### config.mk
export PLATFORM = sky130hd
export DESIGN_NAME = hall_input_filter
export DESIGN_NICKNAME = d
export VERILOG_FILES = /design/src/rtl/hall_input_filter.sv
export SDC_FILE = /design/constraint.sdc
export NUM_CORES = 1
export LEC_CHECK = 0
export BUFFER_PORTS_ARGS = -buffer_cell sky130_fd_sc_hd__clkbuf_2
export CAP_MARGIN = 0
export CORE_MARGIN = 2
export CORE_UTILIZATION = 50
export DETAILED_ROUTE_END_ITERATION = 12
export PLACE_DENSITY = 0.77
export SYNTH_ARGS = -nofsm -noshare
export SYNTH_HDL_FRONTEND = slang
export SYNTH_SLANG_ARGS = --single-unit
### constraint.sdc
create_clock -name sys_clk -period 5.2 [get_ports sys_clk]
set_input_delay 0.78 -clock sys_clk [delete_from_list [all_inputs] [get_ports sys_clk]]
set_output_delay 0.78 -clock sys_clk [all_outputs]
set_load 0.005 [all_outputs]
### src/rtl/hall_input_filter.sv
// hall_input_filter: synchronizes and debounces the three hall sensor inputs,
// tracks commutation order (direction / sequence errors / invalid codes) and
// measures the commutation period.
// Optional feature macro: HALL_PERIOD_EN enables the commutation period counter;
// without it period and period_valid are tied to zero.

package hall_input_filter_pkg;
  typedef logic [2:0] hall_states_t;
endpackage

module hall_input_filter
  import hall_input_filter_pkg::*;
#(
  parameter int FILTER_CYCLES = 16,
  parameter int PERIOD_WIDTH  = 24
) (
  input  logic                    sys_clk,
  input  logic                    reset_n,
  input  logic [2:0]              hall_raw,
  output hall_states_t            hall_values,
  output logic                    hall_edge,
  output logic                    dir,
  output logic                    seq_error,
  output logic                    hall_fault,
  output logic [PERIOD_WIDTH-1:0] period,
  output logic                    period_valid
);

  localparam int CNT_W = (FILTER_CYCLES > 2) ? $clog2(FILTER_CYCLES) : 1;
  localparam logic [CNT_W-1:0] CNT_MAX = CNT_W'(FILTER_CYCLES - 1);
  localparam logic [CNT_W-1:0] CNT_ONE = CNT_W'(1'b1);

  typedef enum logic [1:0] {
    IDLE  = 2'd0,
    TRACK = 2'd1,
    FAULT = 2'd2
  } state_t;

  logic [2:0]       sync1_r;
  logic [2:0]       sync2_r;
  logic [2:0]       cand_r;
  logic [CNT_W-1:0] stab_cnt_r;
  state_t           state_r;
  state_t           state_s;
  logic             accept_s;
  logic             dir_s;
  logic             seq_error_s;
  logic             hall_fault_s;
  logic [2:0]       pos_old_s;
  logic [2:0]       pos_new_s;

  // Position of a code in the forward sequence 001,011,010,110,100,101.
  function automatic logic [2:0] hall_pos(input logic [2:0] code);
    logic [2:0] pos;
    case (code)
      3'b001:  pos = 3'd0;
      3'b011:  pos = 3'd1;
      3'b010:  pos = 3'd2;
      3'b110:  pos = 3'd3;
      3'b100:  pos = 3'd4;
      3'b101:  pos = 3'd5;
      default: pos = 3'd0;
    endcase
    return pos;
  endfunction

  // 000 and 111 cannot occur with healthy sensors.
  function automatic logic hall_is_valid(input logic [2:0] code);
    return (code != 3'b000) && (code != 3'b111);
  endfunction

  function automatic logic [2:0] pos_next(input logic [2:0] pos);
    return (pos == 3'd5) ? 3'd0 : pos + 3'd1;
  endfunction

  function automatic logic [2:0] pos_prev(input logic [2:0] pos);
    return (pos == 3'd0) ? 3'd5 : pos - 3'd1;
  endfunction

  // Two-flop synchronizer plus the stability filter (candidate + saturating counter).
  always_ff @(posedge sys_clk or negedge reset_n) begin
    if (!reset_n) begin
      sync1_r    <= 3'b000;
      sync2_r    <= 3'b000;
      cand_r     <= 3'b000;
      stab_cnt_r <= {CNT_W{1'b0}};
    end else begin
      sync1_r <= hall_raw;
      sync2_r <= sync1_r;
      if (sync2_r != cand_r) begin
        cand_r     <= sync2_r;
        stab_cnt_r <= {CNT_W{1'b0}};
      end else if (stab_cnt_r != CNT_MAX) begin
        stab_cnt_r <= stab_cnt_r + CNT_ONE;
      end else begin
        stab_cnt_r <= stab_cnt_r;
      end
    end
  end

  // Acceptance decision and next-state / next-output logic of the tracking FSM.
  always_comb begin
    accept_s     = (stab_cnt_r == CNT_MAX) && (cand_r != hall_values);
    pos_old_s    = hall_pos(hall_values);
    pos_new_s    = hall_pos(cand_r);
    state_s      = state_r;
    dir_s        = dir;
    seq_error_s  = 1'b0;
    hall_fault_s = hall_fault;
    if (accept_s) begin
      if (!hall_is_valid(cand_r)) begin
        state_s      = FAULT;
        hall_fault_s = 1'b1;
      end else begin
        hall_fault_s = 1'b0;
        case (state_r)
          TRACK: begin
            if (pos_new_s == pos_next(pos_old_s)) begin
              dir_s = 1'b1;
            end else if (pos_new_s == pos_prev(pos_old_s)) begin
              dir_s = 1'b0;
            end else begin
              seq_error_s = 1'b1;
            end
          end
          IDLE, FAULT: begin
            state_s = TRACK;
          end
          default: begin
            state_s = IDLE;
          end
        endcase
      end
    end else begin
      state_s = state_r;
    end
  end

  // Registered filtered code, edge strobe and FSM outputs.
  always_ff @(posedge sys_clk or negedge reset_n) begin
    if (!reset_n) begin
      hall_values <= 3'b000;
      hall_edge   <= 1'b0;
      state_r     <= IDLE;
      dir         <= 1'b1;
      seq_error   <= 1'b0;
      hall_fault  <= 1'b0;
    end else begin
      hall_values <= accept_s ? cand_r : hall_values;
      hall_edge   <= accept_s;
      state_r     <= state_s;
      dir         <= dir_s;
      seq_error   <= seq_error_s;
      hall_fault  <= hall_fault_s;
    end
  end

`ifdef HALL_PERIOD_EN
  localparam logic [PERIOD_WIDTH-1:0] COUNT_ONE = PERIOD_WIDTH'(1'b1);
  localparam logic [PERIOD_WIDTH-1:0] COUNT_MAX = {PERIOD_WIDTH{1'b1}};

  logic [PERIOD_WIDTH-1:0] count_r;
  logic                    edge_valid_s;
  logic                    track_entry_s;

  // A valid-code edge either measures a period (already tracking) or starts tracking.
  always_comb begin
    edge_valid_s  = accept_s && hall_is_valid(cand_r) && (state_r == TRACK);
    track_entry_s = accept_s && hall_is_valid(cand_r) && (state_r != TRACK);
  end

  // Saturating cycle counter between valid edges and period capture.
  always_ff @(posedge sys_clk or negedge reset_n) begin
    if (!reset_n) begin
      count_r      <= {PERIOD_WIDTH{1'b0}};
      period       <= {PERIOD_WIDTH{1'b0}};
      period_valid <= 1'b0;
    end else begin
      period_valid <= edge_valid_s;
      if (edge_valid_s) begin
        period  <= count_r;
        count_r <= COUNT_ONE;
      end else if (track_entry_s) begin
        count_r <= COUNT_ONE;
      end else if ((state_r != TRACK) || (state_s != TRACK)) begin
        count_r <= {PERIOD_WIDTH{1'b0}};
      end else if (count_r != COUNT_MAX) begin
        count_r <= count_r + COUNT_ONE;
      end else begin
        count_r <= count_r;
      end
    end
  end
`else
  assign period       = {PERIOD_WIDTH{1'b0}};
  assign period_valid = 1'b0;
`endif

endmodule

# == After elaboration in Yosys (flattened, before gate mapping) ==
# Index checks and enable logic that the tools add are counted.
# totals
input_bits,5
output_inout_bits,32
wordCells,60
register_bits,22
# classes
reduce_logical,10
muxes,16
addsub,3
n_eq_ne,21
# ops
cell,n
$pmux W3 S5,2
$eq A3 B3 Y1 const B,7
$eq A3 B2 Y1 const B,4
$mux W1,8
$mux W4,2
$eq A3 B3 Y1,2
$mux W3,2
$ne A3 B3 Y1,2
$add A4 B1 Y4 const B,1
$eq A4 B4 Y1 const B,1
$ne A4 B4 Y1 const B,1
$pmux W2 S2,1
$reduce_and A4 Y1,1
$reduce_bool A2 Y1,2
$add A3 B1 Y3 const B,1
$logic_not A3 Y1,1
$ne A3 B3 Y1 const B,1
$reduce_bool A3 Y1,1
$sub A3 B1 Y3 const B,1
$eq A2 B1 Y1 const B,1
$eq A2 B2 Y1 const B,1
$logic_and A1 B1 Y1,2
$logic_not A2 Y1,1
$mux W2,1
3 further kinds,3

# == Longest topological paths before layout ==
# depth
depth_word,10
depth_mapped,7
mapped_depth_nobuf,5

# == Worst setup path after synthesis ==
# Ideal clock, no wire load.
# synth_path
path_type,flip-flop to flip-flop
start,register stab_cnt_r[0]
end,register dir
arrival_time_ns,1.589
stages_incl_launch_ff,6
path_buffers,0
slack_ns,3.512
setup_ns,0.098
path_cell_list,dfrtp_1 ha_1 nand3_1 a2111oi_2 o311ai_1 o311ai_1
# synth_via
elab_chain_len,3
# synth_rtl
item,line_no,source
"start, declared",42,logic [CNT_W-1:0] stab_cnt_r;
"start signal, assigned",86,stab_cnt_r <= {CNT_W{1'b0}};
"start signal, assigned",92,stab_cnt_r <= {CNT_W{1'b0}};
"start signal, assigned",94,stab_cnt_r <= stab_cnt_r + CNT_ONE;
$eq A4 B4 Y1,103,accept_s = (stab_cnt_r == CNT_MAX) && (cand_r != hall_values);
$logic_and A1 B1 Y1,103,
$reduce_and A4 Y1 (no source line),--,
"end signal, assigned",152,dir <= dir_s;
"end, declared",22,"output logic dir,"
# Every way passes these cells.
# A chain may end at the register's enable or synchronous reset.

# == Worst setup path after layout ==
# layout_path
start,register hall_values[1]
end,output port hall_values[1]
# layout_rtl
item,line_no,source
"start, declared",20,"output hall_states_t hall_values,"
"start signal, assigned",149,hall_values <= accept_s ? cand_r : hall_values;
# No word-level cell between the ends.

==> metrics.md <==
| Metric | Value |
|---|---|
| Status | `finished, final reports clean` |
| Area leader, netlist | `dfrtp_1` |
| Routability Congestion | `roughly 0.83` |
| Top-count cell post-synth | `buf_4` |
| Pleak | `roughly 0.61 nW` |
| Cts hold-fix bufs | `0` |
| Drt first pass iters | `4` |
| Yosys reg bits | `22` |
| Total wire length | `2190 microns` |
| Post-synthesis cell type count | `37` |
| Crit-path cells | `clkbuf_2` |
| Post-route setup TNS | `0 ns` |
| Final hold slack | `0.363 ns` |
| Critical path peak fanout | `18` |
| Post-route DRC | `0` |
| Synth warn | `0` |
| TritonCTS buffer count | `3` |
| CTS tree | `built` |
| Number of global-route vias before repair | `841` |
| # IOs | `37` |
| Ant diodes | `0` |
| Cell area after synthesis | `0.00135 sq mm` |
| CP delay by family, top | `flip-flops` |
| CP Launch Type | `register` |
| Final Max Slew Viols | `0` |
| Clk_skew | `approximately 0.0055 ns` |
| Antenna violations before repair | `0` |
| Top cells by count, synth | `26 x buf_4, 21 x dfrtp_1, 12 x nor2_1, 8 x nand2_1, 8 x xnor2_1` |
| Cell count after synthesis | `about 140` |
| Synth top area cells | `dfrtp_1 39%, buf_4 14%, xnor2_1 5.2%` |
| Clock latency on the worst-skew pair | `about 0.3 ns` |
| DR iter-0 viols | `6` |
| CTS root buf | `clkbuf_4` |
| DRT antenna net count | `0` |
| Post-synthesis sequential area ratio | `roughly two fifths` |
| WS Path Type | `register to primary output` |
| Number of port buffers | `11` |
| Clock Tree Buf Depth | `2` |
| Fin crit share | `38.0%` |
| First-pass GRT wire length | `3790 microns` |
| Critical-path top delay cell | `dfrtp_1` |
| Maxcap violations | `0` |
| PD cells | `251 mW/mm^2` |
| Critical path arrival | `1.20 ns` |
| Routed via count | `910` |
| Layout Nets | `152` |
| Worst Path Required | `approximately 4.4 ns` |
| Final hold vios | `0` |
| Total number of H-tree levels | `1` |
| Synth Area per Inst | `9.43 sq um` |
| GRT overflow | `0` |
| Pin count of the biggest net entering global routing | `23` |
| Via-to-Cell Ratio | `5.20` |
| Share of layout cells above drive strength 1 | `13.8%` |
| DPL Wire Length | `1620 microns` |
| Pwr Total | `333 uW` |
| Die Y | `55.9 microns` |
| Unrepaired setup endpoints after global routing | `no` |
| Die Area | `0.00313 sq mm` |
| CTS Sinks | `22` |
| Synth Flop Type | `dfrtp_1` |
| Worst vdd ir | `~0.21 mV` |
| Cell Rows | `18` |
| Endpoints failing setup | `0` |
| Hold/Removal Path Class | `register to register` |
| Tot GR Track Use | `14.9%` |
| Clk slew on worst S/H paths | `~0.12 ns` |
| WP buf/inv | `1` |
| Core area | `approximately 0.0025 sq mm` |
| Number of synthesized flops with an enable pin | `0` |
| Post-synth top area share | `around 40%` |
| Drt wl/cell | `12.5 microns` |
| Share of synthesized registers carrying an async set or reset | `100%` |
| Crit-path max cell delay | `~0.69 ns` |
| Maximum clock rate | `0.506 GHz` |
| Post-CTS Setup Bufs | `0` |
| Die Span X | `55.9 microns` |
| Slew headroom | `62.2%` |
| Least-Margin Pin Slew | `0.566 ns` |
| Setup crit end kind | `primary output` |
| Synth-to-Final Area Change | `-1.76%` |
| Post-cts sizing count | `0` |
| Min Tclk post-route | `1.98 ns` |
| Initial Utilization | `53.5%` |
layout by cell type, fill, tap and decap left out, types with 3 or more instances in the layout:
master / count
xnor2_1: 8
o21ai_0: 5
nor3b_1: 3
nor2_1: 12
clkbuf_2: 11
nand3_1: 5
conb_1: 25
inv_1: 4
a31oi_1: 4
nand2_1: 8
or4b_1: 3
clkbuf_4: 3
dfrtp_1: 21
nor3_1: 4
a21oi_1: 3
routing by layer:
metal / vias up / GRT usage (%) / part of all wire [%]
li1: 439 / - / -
met1: 448 / 19.0 / 43
met2: 21 / 26.4 / 53
met3: 2 / 1.40 / 3.5
met4: 0 / 5.10 / 0.59
met5: - / 0 / 0
sequential cells by signal, summed over array words and instances, names as in the netlist, 2 cells and up:
signal	flops
cand_r	3
sync2_r	3
state_r	2
hall_values	3
stab_cnt_r	4
sync1_r	3
cells by family (layout without fill, tap and decap cells):
logic type	after synthesis	after routing	synth area share, %
buffers and inverters	41	19	20.3
AO/OA/AOI/OAI	22	22	11.5
adder cells (fa/ha/maj)	1	1	0.927
other	1	25	0.278
XOR/XNOR	9	9	5.84
AND/OR/NAND/NOR	43	43	17.1
flip-flops	22	22	40.9
multiplexers	4	4	3.15
final timing paths:
kind / slack (ns) / depth (start not counted) / startpoint / to
max: 3.22 / 1 / hall_values[1]$_DFFE_PN0P_ / hall_values[1]
min: 0.36 / 0 / sync1_r[2]$_DFF_PN0_ / sync2_r[2]$_DFF_PN0_
max reg2reg: 3.22 / 5 / cand_r[1]$_DFFE_PN0N_ / dir$_DFFE_PN1P_
min reg2reg: 0.36 / 0 / sync1_r[2]$_DFF_PN0_ / sync2_r[2]$_DFF_PN0_
max in group asynchronous: 4.41 / 1 / reset_n / dir$_DFFE_PN1P_
min in group asynchronous: 0.43 / 1 / reset_n / sync2_r[1]$_DFF_PN0_
metrics by stage:
| stage | instance area, sq um | utilization [%] | setup WS [ns] | std cells |
|---|---|---|---|---|
| floorplan | 1440 | - | 3.51 | 167 |
| global placement | 1270 | 50.4 | 3.32 | 171 |
| detailed placement | 1270 | 50.4 | 3.22 | 171 |
| CTS | 1330 | 52.5 | 3.20 | 175 |
| global route | 1330 | 52.5 | 2.95 | 175 |
| finish | 1330 | 52.5 | 3.22 | 175 |
area by class of cell:
cell class,count,area (sq um)
clock inverter,1,30.0
sequential,22,552
timing repair buffer,11,55.1
multi-input combinational,104,613
tap,30,37.5
inverter,4,15.0
fill,247,1200
clock buffer,3,22.5
power breakdown:
part           leakage [nW]  switching, mW  internal [mW]
sequential            0.282        0.00752          0.175
clock                0.0279         0.0494         0.0778
combinational         0.301         0.0143        0.00838
total                 0.612         0.0712          0.262
Power figures use the tool's default switching activity.
